<file path="src/rtl/im_arb_pkg.sv">
// rtl/im_arb_pkg.sv - shared types and defaults for the instruction-memory port arbiter
//
// Purpose : port-id enum, default widths, the SRAM request record and a
//           saturating counter helper used by im_port_arbiter.
// Ports   : none (package)
package im_arb_pkg;

   localparam int IM_ADDR_W = 32;
   localparam int IM_DATA_W = 32;
   localparam int IM_STRB_W = IM_DATA_W / 8;

   typedef enum logic {
      PORT_FETCH = 1'b0,
      PORT_DATA  = 1'b1
   } port_id_e;

   // One SRAM access as presented by a requester.
   typedef struct packed {
      logic [IM_ADDR_W-1:0] addr;
      logic                 we;
      logic [IM_DATA_W-1:0] wdata;
      logic [IM_STRB_W-1:0] wstrb;
   } im_req_t;

   function automatic logic [31:0] sat_inc32(input logic [31:0] v);
      return (v == 32'hFFFF_FFFF) ? v : v + 32'd1;
   endfunction

endpackage

</file>
<file path="src/rtl/im_resp_skid.sv">
// rtl/im_resp_skid.sv - per-port read response tracker with a 1-entry skid hold
//
// Purpose : tracks a read issued last cycle (inflight), captures SRAM data into a
//           hold register when the consumer stalls, and presents the response.
// Ports   : clk, rst         - clock, synchronous active-high reset
//           i_flush          - discard older responses (tie 0 when unused)
//           i_issue          - a read from this port is granted this cycle
//           i_rready         - consumer accepts the presented response
//           i_sram_rdata     - SRAM read data (valid the cycle after a read)
//           o_eligible       - this port may be granted a new read this cycle
//           o_rvalid/o_rdata - response to the consumer
module im_resp_skid
   import im_arb_pkg::*;
#(
   parameter int DATA_W = IM_DATA_W
) (
   input  logic              clk,
   input  logic              rst,
   input  logic              i_flush,
   input  logic              i_issue,
   input  logic              i_rready,
   input  logic [DATA_W-1:0] i_sram_rdata,
   output logic              o_eligible,
   output logic              o_rvalid,
   output logic [DATA_W-1:0] o_rdata
);

   logic              r_inflight;
   logic              r_held;
   logic [DATA_W-1:0] r_hold_data;
   logic              w_rvalid;

   // Only one response may be outstanding beyond the one being consumed now,
   // so the SRAM never has to stall for a full skid register.
   assign o_eligible = !r_held && (!r_inflight || i_rready);

   // A flush kills whatever is pending for this cycle; outputs stay quiet in reset.
   assign w_rvalid = !rst && !i_flush && (r_held || r_inflight);
   assign o_rvalid = w_rvalid;
   assign o_rdata  = !w_rvalid ? '0 : (r_held ? r_hold_data : i_sram_rdata);

   always_ff @(posedge clk) begin
      if (rst) begin
         r_inflight  <= 1'b0;
         r_held      <= 1'b0;
         r_hold_data <= '0;
      end else if (i_flush) begin
         // The redirect target granted in the flush cycle survives.
         r_inflight <= i_issue;
         r_held     <= 1'b0;
      end else begin
         r_inflight <= i_issue;
         if (r_inflight && !i_rready) begin
            r_held      <= 1'b1;
            r_hold_data <= i_sram_rdata;
         end else if (r_held && i_rready) begin
            r_held <= 1'b0;
         end
      end
   end

endmodule

</file>
<file path="src/rtl/im_port_arbiter.sv">
// rtl/im_port_arbiter.sv - fetch/data arbiter for a single-port instruction SRAM
//
// Purpose : grants one of fetch (read-only) or load/store (read/write) per cycle,
//           fetch first unless data has lost STARVE_LIMIT cycles in a row, and
//           steers 1-cycle-latency read data back through per-port skid holds.
// Ports   : clk, rst                               - clock, sync active-high reset
//           f_req/f_addr/f_gnt                     - fetch request and grant
//           f_rvalid/f_rdata/f_rready, flush       - fetch response, redirect kill
//           d_req/d_we/d_addr/d_wdata/d_wstrb/d_gnt - data request and grant
//           d_rvalid/d_rdata/d_rready              - data read response
//           im_cs/im_we/im_addr/im_wdata/im_wstrb/im_rdata - SRAM macro side
//           perf_f_gnt/perf_d_gnt/perf_conflict    - only with IM_ARB_PERF_EN
// Options : IM_ARB_PERF_EN adds saturating grant/conflict counters.
module im_port_arbiter
   import im_arb_pkg::*;
#(
   parameter int ADDR_W       = IM_ADDR_W,
   parameter int DATA_W       = IM_DATA_W,
   parameter int STARVE_LIMIT = 4
) (
   input  logic                clk,
   input  logic                rst,
   input  logic                f_req,
   input  logic [ADDR_W-1:0]   f_addr,
   output logic                f_gnt,
   output logic                f_rvalid,
   output logic [DATA_W-1:0]   f_rdata,
   input  logic                f_rready,
   input  logic                flush,
   input  logic                d_req,
   input  logic                d_we,
   input  logic [ADDR_W-1:0]   d_addr,
   input  logic [DATA_W-1:0]   d_wdata,
   input  logic [DATA_W/8-1:0] d_wstrb,
   output logic                d_gnt,
   output logic                d_rvalid,
   output logic [DATA_W-1:0]   d_rdata,
   input  logic                d_rready,
`ifdef IM_ARB_PERF_EN
   output logic [31:0]         perf_f_gnt,
   output logic [31:0]         perf_d_gnt,
   output logic [31:0]         perf_conflict,
`endif
   output logic                im_cs,
   output logic                im_we,
   output logic [ADDR_W-1:0]   im_addr,
   output logic [DATA_W-1:0]   im_wdata,
   output logic [DATA_W/8-1:0] im_wstrb,
   input  logic [DATA_W-1:0]   im_rdata
);

   localparam int SW = $clog2(STARVE_LIMIT + 1);
   localparam logic [SW-1:0] STARVE_MAX = SW'(STARVE_LIMIT);

   logic          w_f_skid_ok;
   logic          w_d_skid_ok;
   logic          w_f_elig;
   logic          w_d_elig;
   logic          w_d_force;
   logic          w_f_gnt;
   logic          w_d_gnt;
   logic          w_any;
   port_id_e      w_winner;
   im_req_t       w_f_req;
   im_req_t       w_d_req;
   im_req_t       w_sel;
   logic [SW-1:0] r_starve;

   // Requests are ignored while reset is asserted so every output reads 0.
   assign w_f_elig  = !rst && f_req && w_f_skid_ok;
   assign w_d_elig  = !rst && d_req && (d_we || w_d_skid_ok);
   assign w_d_force = w_d_elig && (r_starve == STARVE_MAX);
   assign w_f_gnt   = w_f_elig && !w_d_force;
   assign w_d_gnt   = w_d_elig && !w_f_gnt;
   assign w_any     = w_f_gnt || w_d_gnt;
   assign w_winner  = w_d_gnt ? PORT_DATA : PORT_FETCH;

   assign f_gnt = w_f_gnt;
   assign d_gnt = w_d_gnt;

   assign w_f_req = '{addr: f_addr, we: 1'b0, wdata: '0, wstrb: '0};
   assign w_d_req = '{addr: d_addr, we: d_we, wdata: d_wdata, wstrb: d_wstrb};

   always_comb begin
      w_sel = '0;
      if (w_any) begin
         w_sel = (w_winner == PORT_DATA) ? w_d_req : w_f_req;
      end
   end

   assign im_cs    = w_any;
   assign im_we    = w_sel.we;
   assign im_addr  = w_sel.addr;
   assign im_wdata = w_sel.wdata;
   assign im_wstrb = w_sel.wstrb;

   // Counts consecutive cycles an eligible data request lost to fetch; a data
   // request that is pending but not eligible neither advances nor clears it.
   always_ff @(posedge clk) begin
      if (rst) begin
         r_starve <= '0;
      end else if (!d_req || w_d_gnt) begin
         r_starve <= '0;
      end else if (w_d_elig && w_f_gnt && (r_starve != STARVE_MAX)) begin
         r_starve <= r_starve + SW'(1);
      end
   end

   im_resp_skid #(.DATA_W(DATA_W)) u_f_skid (
      .clk          (clk),
      .rst          (rst),
      .i_flush      (flush),
      .i_issue      (w_f_gnt),
      .i_rready     (f_rready),
      .i_sram_rdata (im_rdata),
      .o_eligible   (w_f_skid_ok),
      .o_rvalid     (f_rvalid),
      .o_rdata      (f_rdata)
   );

   // Writes return nothing, so only data reads occupy the data skid.
   im_resp_skid #(.DATA_W(DATA_W)) u_d_skid (
      .clk          (clk),
      .rst          (rst),
      .i_flush      (1'b0),
      .i_issue      (w_d_gnt && !d_we),
      .i_rready     (d_rready),
      .i_sram_rdata (im_rdata),
      .o_eligible   (w_d_skid_ok),
      .o_rvalid     (d_rvalid),
      .o_rdata      (d_rdata)
   );

`ifdef IM_ARB_PERF_EN
   logic [31:0] r_perf_f_gnt;
   logic [31:0] r_perf_d_gnt;
   logic [31:0] r_perf_conflict;

   always_ff @(posedge clk) begin
      if (rst) begin
         r_perf_f_gnt    <= '0;
         r_perf_d_gnt    <= '0;
         r_perf_conflict <= '0;
      end else begin
         if (w_f_gnt)              r_perf_f_gnt    <= sat_inc32(r_perf_f_gnt);
         if (w_d_gnt)              r_perf_d_gnt    <= sat_inc32(r_perf_d_gnt);
         if (w_f_elig && w_d_elig) r_perf_conflict <= sat_inc32(r_perf_conflict);
      end
   end

   assign perf_f_gnt    = r_perf_f_gnt;
   assign perf_d_gnt    = r_perf_d_gnt;
   assign perf_conflict = r_perf_conflict;
`endif

endmodule

</file>
<file path="config.mk">
export PLATFORM = sky130hd
export DESIGN_NAME = im_port_arbiter
export DESIGN_NICKNAME = d
export VERILOG_FILES = /design/src/rtl/im_arb_pkg.sv /design/src/rtl/im_resp_skid.sv /design/src/rtl/im_port_arbiter.sv
export SDC_FILE = /design/constraint.sdc
export NUM_CORES = 1
export LEC_CHECK = 0
export ABC_CLOCK_PERIOD_IN_PS = 2100
export CORE_UTILIZATION = 36
export DETAILED_ROUTE_END_ITERATION = 10
export PLACE_DENSITY = 0.81
export SYNTH_ARGS = -nofsm -noshare
export SYNTH_HDL_FRONTEND = slang
export SYNTH_SLANG_ARGS = --single-unit
</file>
<file path="constraint.sdc">
create_clock -name clk -period 2.1 [get_ports clk]
set_input_delay 0.525 -clock clk [delete_from_list [all_inputs] [get_ports clk]]
set_output_delay 0.525 -clock clk [all_outputs]
set_load 0.01 [all_outputs]
</file>
==> summary.md, run 1 <==
| Metric | Value |
|---|---|
| Run status | complete, but fails checks |
| Violations in the final reports | negative setup slack |
| Final number of setup-violating endpoints | 121 |
| Largest cells by area after synthesis | sky130_fd_sc_hd__dfxtp_1 35%, sky130_fd_sc_hd__mux2i_1 16%, sky130_fd_sc_hd__nand2_1 12% |
| Design Area, Final | 8900 µm² |
| Power density normalized to cell area | 494 nW/µm² |
| Average wire per standard cell | 22.2 µm |
| Routed length on met3 | 2.35 mm |
| Master cell of the clock root buffer | sky130_fd_sc_hd__clkbuf_16 |
| Clock net sink count | 71 |
| Cell at the slowest stage of the critical path | sky130_fd_sc_hd__o21a_4 |
| Setup WS pre-CTS | -1.09 ns |
| Worst Setup Start Kind | primary input |
| Final worst path period share | 119% |
| Floorplan row count | 38 |
| Max-cap violations | 0 |
| Core area | 11,000 µm² |
| Crit end category | output pin |
| HPWL after detailed placement | 14.0 mm |
| Number of distinct library cell variants in the gate-level netlist after synthesis | 31 |
| Final standard cell count with taps included and fillers excluded | 1,067 |
| Antenna violation net count after detailed routing | 0 |
| Number of antenna violations at the first check in global routing | 3 |
| Clock period minus final worst setup slack | 2.51 ns |
| Cells along the critical path | buf_12 -> nor2b_4 -> o311ai_4 -> buf_4 -> buf_6 -> o21a_4 -> buf_12 -> a22o_1 -> buf_6 |
| Number of placed cells counting well taps | 973 |
| Instance count of the mapped netlist | 543 |
| Number of global-route vias before repair | 6,019 |
| Highest routing layer actually used | met5 |
| Dominant cell type by area after synthesis | sky130_fd_sc_hd__dfxtp_1 |
| Largest clock skew in the final design | 0.00728 ns |
| Yosys warnings | 0 |
| Clock-pin slew reported for the worst setup and hold paths after clock tree synthesis | 0.06 ns |
| Area Overhead vs Synth | 118% |
| Final Hold Vio Count | 0 |
| Count of TritonRoute iterations in the first routing pass | 5 |
| Pins Over Slew Limit | 0 |
| Worst path required time | 1.57 ns |
| CTS Buf Count | 9 |
| Met2 routed wirelength | 11.5 mm |
| Weighted congestion reported at the end of routability-driven placement | 0.960 |
| Global-route congestion overflow total | 0 |
| DR vias/cell | 5.55 |
| Top FF cell, synth | sky130_fd_sc_hd__dfxtp_1 |
| Async S/R FF share, synth | 0% |
| GRT Resource Usage Total | 39.4% |
| Synthesized Nets | 685 |
| Worst hold path class | primary input to register |
| Post-synthesis cell area | 4090 µm² |
| Width of the die | 109 µm |
| Post-DP Area | 7400 µm² |
| Synth top area share | 34.7% |
| Length of routed wiring on met1 | 8.49 mm |
| Critical Path Fanout Max | 8 |
| DRC marker count from the first detailed-route iteration | 588 |
| Number of synthesized register bits | 71 |
| Hold_ws | 0.391 ns |
| Initial standard-cell utilization of the core | 37.3% |
| Final Util | 81.1% |
| Peak VDD IR | 0.000304 V |
| Clock latency reported for the late side of the worst-skew pair | 0.33 ns |
| Pin count of the biggest net entering global routing | 59 |
| Proportion of synthesized chip area in sequential cells | 34.7% |
| Largest buffer count on any clock path | 2 |
| H-tree level count | 3 |
| I/O Buffers | 277 |
| Worst path arrival time | 1.98 ns |
| Total die area | 11,800 µm² |
| Height of the chip | 109 µm |
| Most frequently used cell type in the post-synthesis netlist | sky130_fd_sc_hd__nand2_1 |
| Number of top-level design ports | 278 |
| Vias | 5,921 |
| Highest clock rate | 0.399 GHz |
| Count of unresolved DRC violations after routing | 0 |
| Top post-synthesis cells by count | 131 x sky130_fd_sc_hd__nand2_1, 71 x sky130_fd_sc_hd__dfxtp_1, 70 x sky130_fd_sc_hd__nor2_1 |
| Clock tree from TritonCTS | built |
| Leak pwr | 3.77 nW |
| Worst Tran Pin Value | 0.635 ns |
| Synth Area per Inst | 7.54 µm² |
| Setup ws final | -0.408 ns |
| Slew HR | 57.7% |
| Total Nets Final | 1,063 |
| Setup repair after global routing missed its margin | true |
| Critical path class | primary input to output pin |
| Share of cells above drive strength 1 | 41.0% |
| Count of flip-flops with a built-in enable after synthesis | 0 |
| Total wire length after detailed routing | 23.6 mm |
| Largest stage delay on the critical path | 0.26 ns |
| Wire length of the first global-routing pass | 34.1 mm |
## report_power, final
group | total [W] | switching [W] | leakage, nW | internal [W]
logic | 0.00122 | 0.000507 | 3.03 | 0.000712
registers | 0.00139 | 0.0000187 | 0.577 | 0.00137
clock network | 0.00179 | 0.000627 | 0.166 | 0.00117
total | 0.00440 | 0.00115 | 3.77 | 0.00325
## worst max-delay path: cells and delay by family
kind	cells	cell delay [ns]
AOI/OAI and AO/OA	3	0.64
buffers and inverters	5	0.66
and+or+nand+nor	1	0.13
## stage by stage
step                      power (W)  TNS, ns
after CTS                   0.00432   -30.15
after global routing        0.00452   -33.07
after global placement      0.00236  -102.02
after detailed placement    0.00238  -105.74
final                       0.00440   -27.55
after floorplan             0.00173        0
## routing by layer
| metal | global-route usage, % | up-vias |
|---|---|---|
| met5 | 0 | - |
| met4 | 19.4 | 2 |
| met3 | 9.03 | 83 |
| met2 | 68.4 | 449 |
| met1 | 45.4 | 2792 |
| li1 | - | 2595 |
## cells by family (layout without fill, tap and decap cells)
logic type / after synthesis / in the layout / synth area share, %
AND/OR/NAND/NOR: 250 / 250 / 26.1
multiplexers: 64 / 64 / 15.6
flip-flops: 71 / 71 / 34.7
buffers and inverters: 50 / 433 / 5.65
adder cells (fa/ha/maj): 2 / 2 / 0.611
other: 0 / 1 / 0
AO/OA/AOI/OAI: 106 / 106 / 17.3
## final timing paths
| check | start | slack (ns) | cells past startpoint | to |
|---|---|---|---|---|
| worst max-delay path | rst | -0.41 | 9 | im_addr[2] |
| worst min-delay path | f_rready | 0.39 | 2 | u_f_skid.r_held |
| worst max register to register | r_starve[0] | 0.57 | 5 | r_starve[2] |
| worst min register to register | u_d_skid.r_hold_data[7] | 0.46 | 2 | u_d_skid.r_hold_data[7] |
## registers in the layout, indices dropped and copies added, names as in the netlist
name / cells
u_d_skid.r_hold_data: 32
u_f_skid.r_hold_data: 32
u_d_skid.r_inflight: 1
u_d_skid.r_held: 1
u_f_skid.r_held: 1
r_starve: 3
u_f_skid.r_inflight: 1
## layout by cell type (no fill, tap or decap), types with 2 or more instances in the layout
cell type / netlist / routed
sky130_fd_sc_hd__nor2_4: 0 / 14
sky130_fd_sc_hd__mux2i_2: 0 / 2
sky130_fd_sc_hd__buf_8: 0 / 7
sky130_fd_sc_hd__a22o_1: 32 / 31
sky130_fd_sc_hd__dfxtp_2: 0 / 2
sky130_fd_sc_hd__buf_6: 3 / 68
sky130_fd_sc_hd__buf_4: 1 / 60
sky130_fd_sc_hd__dfxtp_4: 0 / 2
sky130_fd_sc_hd__bufinv_16: 0 / 3
sky130_fd_sc_hd__dfxtp_1: 71 / 67
sky130_fd_sc_hd__nor2_1: 70 / 31
sky130_fd_sc_hd__clkdlybuf4s50_1: 0 / 131
sky130_fd_sc_hd__mux2i_1: 64 / 61
sky130_fd_sc_hd__o31ai_1: 2 / 2
sky130_fd_sc_hd__dlygate4sd2_1: 0 / 2
sky130_fd_sc_hd__buf_2: 14 / 97
sky130_fd_sc_hd__inv_2: 1 / 3
sky130_fd_sc_hd__nand3_1: 3 / 3
sky130_fd_sc_hd__clkbuf_16: 0 / 9
sky130_fd_sc_hd__buf_16: 0 / 16
sky130_fd_sc_hd__inv_1: 4 / 2
sky130_fd_sc_hd__nand2_1: 131 / 130
sky130_fd_sc_hd__nor2_2: 0 / 25
sky130_fd_sc_hd__buf_12: 0 / 26
sky130_fd_sc_hd__clkdlybuf4s15_2: 0 / 4
sky130_fd_sc_hd__and2_4: 0 / 22
sky130_fd_sc_hd__nand2b_4: 0 / 3
sky130_fd_sc_hd__and2_1: 37 / 15
sky130_fd_sc_hd__a21oi_1: 64 / 64
## layout make-up
class	count	area (µm²)
Multi-Input combinational cell	422	2760
Timing Repair Buffer	412	4170
Inverter	5	18.8
Clock inverter	7	120
Clock buffer	9	225
Fill cell	660	2080
Antenna cell	1	2.50
Tap cell	140	175
Sequential cell	71	1430
## what timing repair did
action,CTS,global route
cloned,18,0
resized for setup,746,47
hold buffers,0,0
pin swaps,44,39
buffers inserted,58,7
setup endpoints to repair,138,133
Note: power is estimated with default switching activity, not from simulation.
==> inputs of run 2 (changes only) <==
==> constraint.sdc (replaced) <==
create_clock -name clk -period 2.1 [get_ports clk]
set_input_delay 0.525 -clock clk [delete_from_list [all_inputs] [get_ports clk]]
set_output_delay 0.525 -clock clk [all_outputs]
set_load 0.02 [all_outputs]
==> run 2 against run 1 <==
  * The flow still finishes with violations (negative setup slack)
  * First-iteration DRC count fell by 52%
  * Largest cell class unchanged
  * Power fell by 1.0%
  * Highest routed layer is now met4
  * Clock skew fell by 0.0040 ns
  * Setup slack improved by 0.0093 ns
  * Core utilization rose by 6.1 points
==> summary.md, run 2 (synthesis gave the netlist of run 1 again) <==
| Metric | Value |
|---|---|
| Number of global-route vias before repair | 5,485 (was 6,019) |
| Peak VDD IR | 0.000415 V (was 0.000304 V) |
| Vias | 5,731 (was 5,921) |
| Setup ws final | -0.399 ns (was -0.408 ns) |
| Clock-pin slew reported for the worst setup and hold paths after clock tree synthesis | 0.06 ns (about the same) |
| Worst hold path class | primary input to register (unchanged) |
| Pins Over Slew Limit | 0 (unchanged) |
| Width of the die | 109 µm (unchanged) |
| Largest buffer count on any clock path | 2 (unchanged) |
| Slack of the worst reg-to-reg path | 0.54 ns (was 0.57 ns) |
| Number of cells traversed by the worst hold path | 2 (unchanged) |
| Total die area | 11,800 µm² (unchanged) |
| Global routing usage on met1 | 40.3% (was 45.4%) |
| H-tree level count | 3 (unchanged) |
| Clock period minus final worst setup slack | 2.50 ns (was 2.51 ns) |
| Weighted congestion reported at the end of routability-driven placement | 0.825 (was 0.960) |
| Power density normalized to cell area | 455 nW/µm² (was 494 nW/µm²) |
| Master cell of the clock root buffer | sky130_fd_sc_hd__clkbuf_16 (unchanged) |
| Number of top-level design ports | 278 (unchanged) |
| Final antenna diode count | 0 (was 1) |
| Largest stage delay on the critical path | 0.24 ns (was 0.26 ns) |
| Slew HR | 67.5% (was 57.7%) |
| Final Hold Vio Count | 0 (unchanged) |
| HPWL after detailed placement | 12.3 mm (was 14.0 mm) |
| Max-cap violations | 0 (unchanged) |
| Worst Path Buf+Inv | 5 (unchanged) |
| Global-route track usage on met2 | 57.5% (was 68.4%) |
| Final Util | 87.1% (was 81.1%) |
| Run status | complete, but fails checks (unchanged) |
| Cell at the slowest stage of the critical path | sky130_fd_sc_hd__o21a_4 (unchanged) |
| GRT Resource Usage Total | 32.7% (was 39.4%) |
| Final worst path period share | 119% (about the same) |
| Violations in the final reports | negative setup slack (unchanged) |
| Total wire length after detailed routing | 22.0 mm (was 23.6 mm) |
| Antenna violation net count after detailed routing | 0 (unchanged) |
| Area Overhead vs Synth | 134% (was 118%) |
| Core area | 11,000 µm² (unchanged) |
| DR vias/cell | 5.44 (was 5.55) |
| Clock net sink count | 71 (unchanged) |
| Setup repair after global routing missed its margin | true (unchanged) |
| Worst path required time | 1.57 ns (about the same) |
| Pin count of the biggest net entering global routing | 47 (was 59) |
| Height of the chip | 109 µm (unchanged) |
| Average wire per standard cell | 20.9 µm (was 22.2 µm) |
| Clock tree from TritonCTS | built (unchanged) |
| Worst Setup Start Kind | primary input (unchanged) |
| Cell family contributing the most delay on the critical path | buffers and inverters (unchanged) |
| Power consumption | 0.00436 W (was 0.00440 W) |
| Initial standard-cell utilization of the core | 37.3% (unchanged) |
| M3 GR Usage | 5.50% (was 9.03%) |
| Leading cell type in the layout, fill and taps excluded | sky130_fd_sc_hd__buf_6 (was sky130_fd_sc_hd__clkdlybuf4s50_1) |
| Count of filler cells inserted in the layout | 513 (was 660) |
| Commonest cells after routing, fill and taps aside | 142 x sky130_fd_sc_hd__buf_6, 132 x sky130_fd_sc_hd__clkdlybuf4s50_1, 130 x sky130_fd_sc_hd__nand2_1, 68 x sky130_fd_sc_hd__buf_4, 67 x sky130_fd_sc_hd__dfxtp_1 (was 131 x sky130_fd_sc_hd__clkdlybuf4s50_1, 130 x sky130_fd_sc_hd__nand2_1, 97 x sky130_fd_sc_hd__buf_2, 68 x sky130_fd_sc_hd__buf_6, 67 x sky130_fd_sc_hd__dfxtp_1) |
| Worst Tran Pin Value | 0.487 ns (was 0.635 ns) |
| Crit path depth | 9 (unchanged) |
| Clock latency reported for the late side of the worst-skew pair | 0.33 ns (about the same) |
| Critical path class | primary input to output pin (unchanged) |
| Cells along the critical path | buf_12 -> nor2b_4 -> o311ai_4 -> buf_6 -> o21a_4 -> buf_8 -> buf_12 -> a22o_1 -> buf_6 (was buf_12 -> nor2b_4 -> o311ai_4 -> buf_4 -> buf_6 -> o21a_4 -> buf_12 -> a22o_1 -> buf_6) |
| Final number of setup-violating endpoints | 102 (was 121) |
| Highest clock rate | 0.400 GHz (was 0.399 GHz) |
| Regs by FF count | u_d_skid.r_hold_data x32, u_f_skid.r_hold_data x32, r_starve x3 (unchanged) |
| I/O Buffers | 277 (unchanged) |
| Hold_ws | 0.381 ns (was 0.391 ns) |
| Largest clock skew in the final design | 0.00327 ns (was 0.00728 ns) |
| Global-route congestion overflow total | 0 (unchanged) |
| Crit end category | output pin (unchanged) |
| Worst path arrival time | 1.97 ns (was 1.98 ns) |
| Wire length of the first global-routing pass | 29.3 mm (was 34.1 mm) |
| Number of antenna violations at the first check in global routing | 0 (was 3) |
| Setup WS pre-CTS | -1.12 ns (was -1.09 ns) |
| Share of cells above drive strength 1 | 46.2% (was 41.0%) |
| Worst reg2reg path depth | 8 (was 5) |
| DRC marker count from the first detailed-route iteration | 283 (was 588) |
| Total Nets Final | 1,051 (was 1,063) |
| Count of unresolved DRC violations after routing | 0 (unchanged) |
| Critical Path Fanout Max | 6 (was 8) |
| Floorplan row count | 38 (unchanged) |
| Count of TritonRoute iterations in the first routing pass | 5 (unchanged) |
| Leak pwr | 3.83 nW (was 3.77 nW) |
| Global-route layer with the greatest usage | met2 (unchanged) |
| CTS Buf Count | 9 (unchanged) |
## run 2: cell count changes in the layout (fill, tap and decap cells not counted), moves of 16 or more
cell,previous run,this run
sky130_fd_sc_hd__nor2_4,14,49
sky130_fd_sc_hd__buf_2,97,10
sky130_fd_sc_hd__buf_6,68,142
sky130_fd_sc_hd__mux2i_1,61,45
sky130_fd_sc_hd__nor2_1,31,14
sky130_fd_sc_hd__nor2_2,25,7
## run 2: layout make-up
cell class | instances | area, µm² | share of cell area (%)
inverters | 5 | 18.8 | 0.196
clock buffers | 11 | 243 | 2.54
well taps | 140 | 175 | 1.83
clock inverters | 5 | 57.6 | 0.601
repair buffers | 400 | 4430 | 46.3
multi-input cells | 422 | 3220 | 33.6
flip-flops and latches | 71 | 1430 | 14.9
## run 2: layer usage
metal	wire (µm)	vias to the layer above
li1	-	2556
met1	8370	2769
met2	11500	345
met3	1500	61
met4	663	0
met5	0	-
## run 2: path summary, 6_finish.rpt
| path | startpoint | end |
|---|---|---|
| worst max-delay path | rst | im_addr[27] |
| worst min register to register | u_d_skid.r_hold_data[10] | u_d_skid.r_hold_data[10] |
| worst min-delay path | d_rready | u_d_skid.r_held |
| worst max register to register | u_d_skid.r_inflight | u_d_skid.r_inflight |
## run 2: metrics by stage
| step | cell area [µm²] | setup TNS [ns] | cells |
|---|---|---|---|
| 4_1_cts | 8790 | -24.81 | 1045 |
| 5_1_grt | 9570 | -27.25 | 1054 |
| 6_report | 9570 | -22.43 | 1054 |
| 3_3_place_gp | 7490 | -109.98 | 973 |
| 2_1_floorplan | 4200 | -1.00 | 543 |
| 3_5_place_dp | 7490 | -112.24 | 973 |
## run 2: power by group
| group | internal (W) | total [W] | switching (W) |
|---|---|---|---|
| sequential | 0.00137 | 0.00140 | 0.0000211 |
| clock | 0.000950 | 0.00154 | 0.000594 |
| combinational | 0.000805 | 0.00142 | 0.000613 |
| total | 0.00313 | 0.00436 | 0.00123 |
## run 2: worst register-to-register path: cells and delay by family (launching register included)
family	cells	cell delay (ns)
compound gates	2	0.33
flops	1	0.34
buf+inv	5	0.68
simple gates	1	0.12
## run 2: timing repair
item	CTS	global route
setup buffers	45	21
endpoints found under the setup margin	138	119
hold buffers	0	0
resized for setup	841	249
pin swaps	65	61
cloned	13	2
hold endpoints to repair	0	0
